==> config.mk <==
export PLATFORM = sky130hd
export DESIGN_NAME = inst_fetch_flat
export DESIGN_NICKNAME = d
export VERILOG_FILES = /design/src/rtl/inst_fetch_if.sv /design/src/rtl/inst_fetch.sv /design/src/flat_wrapper.sv
export SDC_FILE = /design/constraint.sdc
export NUM_CORES = 1
export LEC_CHECK = 0
export BUFFER_PORTS_ARGS = -buffer_cell sky130_fd_sc_hd__buf_2
export CORE_MARGIN = 5
export CORE_UTILIZATION = 35
export CTS_BUF_LIST = sky130_fd_sc_hd__clkbuf_4 sky130_fd_sc_hd__clkbuf_8 sky130_fd_sc_hd__clkbuf_16
export CTS_CLUSTER_SIZE = 12
export DETAILED_ROUTE_END_ITERATION = 12
export PLACE_DENSITY = 0.67
export SETUP_SLACK_MARGIN = 0.5
export SYNTH_ARGS = -nofsm -noshare
export SYNTH_HDL_FRONTEND = slang
export SYNTH_SLANG_ARGS = --single-unit
==> constraint.sdc <==
create_clock -name clk -period 2.75 [get_ports clk]
set_clock_uncertainty 0.2 [all_clocks]
set_input_delay 0.55 -clock clk [delete_from_list [all_inputs] [get_ports clk]]
set_output_delay 0.55 -clock clk [all_outputs]
set_load 0.02 [all_outputs]
==> src/rtl/inst_fetch_if.sv <==
// Instruction-memory request/acknowledge bus between fetch and memory controller.
// The fetch stage is the master; memory answers with a one-cycle ack pulse.
interface inst_fetch_if;
   logic        inst_req;
   logic [31:0] inst_addr;
   logic        inst_ack;
   logic [31:0] inst_data;

   modport master (
      output inst_req,
      output inst_addr,
      input  inst_ack,
      input  inst_data
   );

   modport slave (
      input  inst_req,
      input  inst_addr,
      output inst_ack,
      output inst_data
   );
endinterface

==> src/rtl/inst_fetch.sv <==
// Instruction fetch stage: one outstanding memory request, one-entry output slot,
// redirect handling that lets an in-flight request complete and drops its data.
module inst_fetch #(
   parameter logic [31:0] RESET_PC = 32'h0000_0000
) (
   input  logic         clk,
   input  logic         rst,
   inst_fetch_if.master bus,
   input  logic         ifid_stall,
   input  logic         branch_interception,
   input  logic [31:0]  branch_target,
   output logic [31:0]  if_pc,
   output logic [31:0]  if_inst
);

   typedef enum logic [1:0] {
      IDLE,
      WAIT,
      HOLD,
      FLUSH
   } state_t;

   state_t      state;
   logic [31:0] pc;
   logic        req_q;
   logic [31:0] addr_q;
   logic [31:0] pc_seq;
   logic        ack;
   logic        redir;

   assign pc_seq        = pc + 32'd4;
   assign ack           = bus.inst_ack & req_q;
   assign redir         = branch_interception;
   assign bus.inst_req  = req_q;
   assign bus.inst_addr = addr_q;

   always_ff @(posedge clk or negedge rst) begin
      if (!rst) begin
         state   <= IDLE;
         pc      <= RESET_PC;
         req_q   <= 1'b0;
         addr_q  <= 32'h0;
         if_pc   <= 32'h0;
         if_inst <= 32'h0;
      end else begin
         unique case (state)
            IDLE: begin
               req_q <= 1'b1;
               state <= WAIT;
               if (redir) begin
                  pc     <= branch_target;
                  addr_q <= branch_target;
               end else begin
                  addr_q <= pc;
               end
            end
            WAIT: begin
               if (redir && ack) begin
                  // acked word belongs to the old path: drop it, refetch at once
                  pc     <= branch_target;
                  addr_q <= branch_target;
               end else if (redir) begin
                  pc    <= branch_target;
                  state <= FLUSH;
               end else if (ack) begin
                  if_pc   <= addr_q;
                  if_inst <= bus.inst_data;
                  pc      <= pc_seq;
                  req_q   <= 1'b0;
                  state   <= HOLD;
               end
            end
            HOLD: begin
               if (redir) begin
                  if_pc   <= 32'h0;
                  if_inst <= 32'h0;
                  pc      <= branch_target;
                  req_q   <= 1'b1;
                  addr_q  <= branch_target;
                  state   <= WAIT;
               end else if (!ifid_stall) begin
                  if_pc   <= 32'h0;
                  if_inst <= 32'h0;
                  req_q   <= 1'b1;
                  addr_q  <= pc;
                  state   <= WAIT;
               end
            end
            FLUSH: begin
               // request stays on the bus; only its data is thrown away
               if (redir) begin
                  pc <= branch_target;
               end
               if (ack) begin
                  addr_q <= redir ? branch_target : pc;
                  state  <= WAIT;
               end
            end
         endcase
      end
   end

endmodule

==> src/flat_wrapper.sv <==
// flat-port wrapper written by rule: the top's interface ports become plain ports
module inst_fetch_flat 
#(
   parameter logic [31:0] RESET_PC = 32'h0000_0000
)
  (clk, rst, ifid_stall, branch_interception, branch_target, if_pc, if_inst, bus_inst_req, bus_inst_addr, bus_inst_ack, bus_inst_data);
  inst_fetch_if bus_i ();
  input  logic clk;
  input  logic rst;
  input  logic ifid_stall;
  input  logic branch_interception;
  input  logic [31:0] branch_target;
  output logic [31:0] if_pc;
  output logic [31:0] if_inst;
  output wire logic [$bits(bus_i.inst_req)-1:0] bus_inst_req;
  output wire logic [$bits(bus_i.inst_addr)-1:0] bus_inst_addr;
  input wire logic [$bits(bus_i.inst_ack)-1:0] bus_inst_ack;
  input wire logic [$bits(bus_i.inst_data)-1:0] bus_inst_data;
  assign bus_inst_req = bus_i.inst_req;
  assign bus_inst_addr = bus_i.inst_addr;
  assign bus_i.inst_ack = bus_inst_ack;
  assign bus_i.inst_data = bus_inst_data;
  inst_fetch #(.RESET_PC(RESET_PC)) u_core (.clk(clk), .rst(rst), .bus(bus_i), .ifid_stall(ifid_stall), .branch_interception(branch_interception), .branch_target(branch_target), .if_pc(if_pc), .if_inst(if_inst));
endmodule
Word-level counts from Yosys, hierarchy flattened
Cells that the tools add are included.
{ "word_totals": {"input_bits": 69, "ff_bits": 131, "word_cells": 61, "out_inout_bits": 97} }
{ "op_classes": {"bitwise": 1, "mux": 33, "add_sub_neg": 1, "eq_ne": 11, "reduce_logical": 9} }
{ "op_table": {"columns": ["cell", "n"], "rows": [
  ["$mux 32", 16],
  ["$pmux 32 s2", 3],
  ["$pmux 32 s4", 1],
  ["$add 32x3->32 const B", 1],
  ["$mux 2", 6],
  ["$reduce_and 5->1", 2],
  ["$pmux 2 s4", 1],
  ["$ne 2x1->1 const B", 3],
  ["$mux 1", 5],
  ["$eq 2x2->1 const B", 2],
  ["$ne 2x2->1 const B", 2],
  ["$ne 4x2->1 const B", 1],
  ["$reduce_and 4->1", 1],
  ["$ne 3x2->1 const B", 1],
  ["$ne 3x3->1 const B", 1],
  ["$pmux 1 s3", 1],
  ["$reduce_and 3->1", 1],
  ["$reduce_bool 3->1", 1],
  ["$reduce_or 3->1", 1],
  ["$eq 2x1->1 const B", 1],
  ["$logic_not 2->1", 1],
  ["$reduce_bool 2->1", 1],
  ["$and 1x1->1", 1],
  ["$logic_and 1x1->1", 1]
]} }

Longest topological paths before layout
{ "depth": {"ltp_word": 5, "mapped_depth": 8} }

Least setup slack after synthesis
No wires, ideal clock.
{ "synth_path": {"path_type": "input -> register", "start": "input bus_inst_ack", "end": "register u_core.pc[30]", "stages": 6, "setup_slack_ns": 0.712, "arrival_time_ns": 1.713, "required_ns": 2.425, "cell_sequence": "nand4b_1 buf_2 nor4_4 nand4_1 xnor2_1 mux2_2"} }
{ "synth_between": {"elab_chain_len": 4, "word_cells_on_any_way": 5, "classes_between": "1 x eq/ne; 2 x mux; 1 x bitwise; 1 x reduce/logical"} }
{ "synth_lines": {"columns": ["item", "line_no", "rtl"], "rows": [
  ["from (decl)", "flat_wrapper.sv:17", "input wire logic [$bits(bus_i.inst_ack)-1:0] bus_inst_ack;"],
  ["$and 1x1->1 (*)", "inst_fetch.sv:32", "assign ack = bus.inst_ack & req_q;"],
  ["$logic_and 1x1->1", "inst_fetch.sv:58", "if (redir && ack) begin"],
  ["$mux 32", "inst_fetch.sv:58", null],
  ["$pmux 32 s2", "inst_fetch.sv:46", "unique case (state)"],
  ["to (signal assigned)", "inst_fetch.sv:51", "pc <= branch_target;"],
  ["to (signal assigned)", "inst_fetch.sv:60", "pc <= branch_target;"],
  ["to (signal assigned)", "inst_fetch.sv:63", "pc <= branch_target;"],
  ["to (decl)", "inst_fetch.sv:24", "logic [31:0] pc;"]
]} }
Mark *: on every way between the ends. The rest lies on a longest branch, timed or not.
A chain may end at the register's enable or synchronous reset.

Worst setup path after layout
{ "layout_path": {"start": "register u_core.pc[6]", "end": "register u_core.pc[31]"} }
{ "layout_between": {"elab_chain_len": 5} }
{ "layout_lines": {"columns": ["item", "line_no", "rtl"], "rows": [
  ["$add 32x3->32", "inst_fetch.sv:31", "assign pc_seq = pc + 32'd4;"],
  ["$mux 32", "inst_fetch.sv:65", "end else if (ack) begin"],
  ["$mux 32", "inst_fetch.sv:62", "end else if (redir) begin"],
  ["$mux 32", "inst_fetch.sv:58", null],
  ["$pmux 32 s2", "inst_fetch.sv:46", null]
]} }
No other way between the ends. The select of a mux whose other input is x is not followed.

==> reports/metrics.yaml <==
fp.dieW_um: 141
start_kind: "flip-flop"
cts.reportedPaths.clkPinSlew_ns: 0.06
vias: 4990
grt_max_degree: 63
worst_slew_pin_slew_ns: 0.415
hold_violations: 0
cp.required_ns: 2.89
grt_pass1_wl_um: 26800
drt_iter0_markers: 251
dieArea_sq_um: 19900
status: "complete, no violations"
relSlewSlack_pct: 72.2
drtAntennaViolNets: 0
min_period_ns: 2.11
cp_slowest_stage_delay_ns: 0.46
numCtsBuffers: 17
max_freq_ghz: 0.474
total_power_uw: 7650
ys_warn_count: 0
grt_overflow: 0
synth_area_leaders: "dfrtp_1, nand2_1, nand3_1, mux2i_1, nor2_1"
port_buffers: 165
cp_top_family: "simple AND/OR/NAND/NOR gates"
crit_chain: "and4_4 -> and4_1 -> nand3_2 -> or3_1 -> a31oi_1"
synth_seq_cells: 131
synth_nets: 703
synth_top_area_share_pct: 54.6
antennaDiodeCount: 0
rows: 47
synth_top_area_cell: "dfrtp_1"
synth_area_sq_um: 6010
cts_buffer_depth: 2
hold_ws_ns: 0.155
final.period_utilization_pct: 76.8
ioPinCount: 166
setup-tns-final_ns: 0
cap_violations: 0
seqCellArea_sq_um: 3280
synth-main-ff-cell: "dfrtp_1"
initial_utilization_pct: 36.0
drcViolationCount: 0
wl_per_cell_um: 16.1
yosysSeqAreaShare_pct: 54.6
viasPerCell: 4.85
num-nets-final: 868
gp_congestion: 0.822
dp_hpwl_um: 12000
path_buf_inv: 0
async_reset_ff_share_pct: 100
holdCritPathClass: "in2reg"
htreeDepth: 4
synth_cell_types: 48
clock-sinks: 131
fill_cells: 1669
worst-setup-path-type: "reg2reg"
antenna_found_initial: 1
die_h_um: 141
multi_input_area_sq_um: 2530
cp_slowest_cell: "dfrtp_1"
synth_area_per_cell_sq_um: 9.49
area_delta_synth_final_pct: 29.1
arrival_ns: 2.25
pre_cts_slack_ns: 0.388
worstSetupEndpointType: "flip-flop"
cp_max_fo: 9
cts-root-buf: "clkbuf_16"
p_leak_uw: 0.00389
drt_wl_total_um: 16500
power_density_nw_per_um2: 987
first_pass_iters: 4
setup_slack_ns: 0.639
grt_pass1_vias: 4947
peakVddDrop_uv: 435
grt_usage_pct: 17.1
core_area_sq_um: 16700
layout-drive-gt1-share_pct: 29.8
rsz0062_at_grt: "no"
cts_tree: "built"
synth_cells: 633
synth_edf_count: 0
setup_violations: 0
maxSlewViolCount: 0
fin_util_pct: 46.4
insertion_delay_ns: 0.41
through the flow:
stage | instance area [sq um] | cells
floorplan | 6010 | 633
finish | 7750 | 1028
global placement | 7140 | 997
CTS | 7740 | 1027
global route | 7750 | 1028
detailed placement | 7140 | 997
state kept, by name, summed over array words and instances, names as in the netlist:
| register | flops |
|---|---|
| u_core.bus.inst_addr | 32 |
| u_core.bus.inst_req | 1 |
| u_core.if_inst | 32 |
| u_core.if_pc | 32 |
| u_core.pc | 32 |
| u_core.state | 2 |
tightest hold or removal path, stage by stage:
cell and delay (ns):
buf_2 0.08, nand3_1 0.05, nand2_1 0.06
final cells by class:
cell class / instances / share of cell area [%]
clock buffer: 24 / 6.57
clock inverter: 5 / 0.969
inverter: 5 / 0.242
multi-input combinational: 456 / 32.7
sequential: 131 / 42.3
tap: 220 / 3.55
timing repair buffer: 187 / 13.7
cell families (layout without fill, tap and decap cells):
family	count (synthesis)	after routing	share of synthesized area [%]
and+or+nand+nor	317	317	23.8
DFF	131	131	54.6
AOI/OAI and AO/OA	77	77	7.73
buffers and inverters	46	221	3.73
muxes	40	40	6.85
xor gates and xnor gates	21	21	3.06
adders and majority gates	1	1	0.208
what timing repair did:
item | in CTS | in global routing
buffers inserted | 0 | 1
setup endpoints to repair | 0 | 23
hold buffers | 1 | 0
hold endpoints to repair | 37 | 0
resized for setup | 0 | 1
layout by cell type, fill, tap and decap left out, drive strengths merged, types with 4 or more instances in the layout:
cell type / n
buf: 186
nand2: 157
dfrtp: 131
nand3: 72
nor2: 48
mux2i: 31
a21oi: 30
o21ai: 25
clkbuf: 24
xor2: 13
nand4: 10
mux2: 9
xnor2: 8
and3: 8
inv: 5
a211oi: 4
synthesized netlist by cell type (9+ instances only):
master / instances
clkbuf_1: 26
dfrtp_1: 131
nor2_1: 47
a21oi_1: 30
buf_2: 10
mux2i_1: 31
nand4_1: 10
xor2_1: 13
mux2_2: 9
o21ai_0: 24
nand3_1: 71
nand2_1: 157
metal layers:
| metal | global-route usage (%) | wire length, um | up-vias |
|---|---|---|---|
| li1 | - | - | 2487 |
| met1 | 23.0 | 7470 | 2360 |
| met2 | 27.1 | 7880 | 123 |
| met3 | 4.77 | 991 | 18 |
| met4 | 5.05 | 167 | 2 |
| met5 | 0 | 13 | - |
path summary, 6_finish.rpt:
check,endpoint,slack (ns),from,cells past startpoint
max,u_core.pc[31],0.64,u_core.pc[6],5
min,u_core.if_inst[9],0.15,bus_inst_data[9],3
max reg2reg,u_core.pc[31],0.64,u_core.pc[6],5
min reg2reg,u_core.if_inst[12],0.25,u_core.if_inst[12],2
max in group asynchronous,u_core.if_inst[17],1.25,rst,3
min in group asynchronous,u_core.if_pc[5],0.41,rst,2
where the power goes:
group | internal, uW | total [uW] | switching (uW) | leakage (uW)
Clock | 1450 | 2240 | 783 | 0.000295
Combinational | 804 | 2320 | 1520 | 0.00201
Sequential | 2620 | 3090 | 476 | 0.00158
Total | 4880 | 7650 | 2770 | 0.00389
No activity file was read; power rests on OpenSTA's default activity.
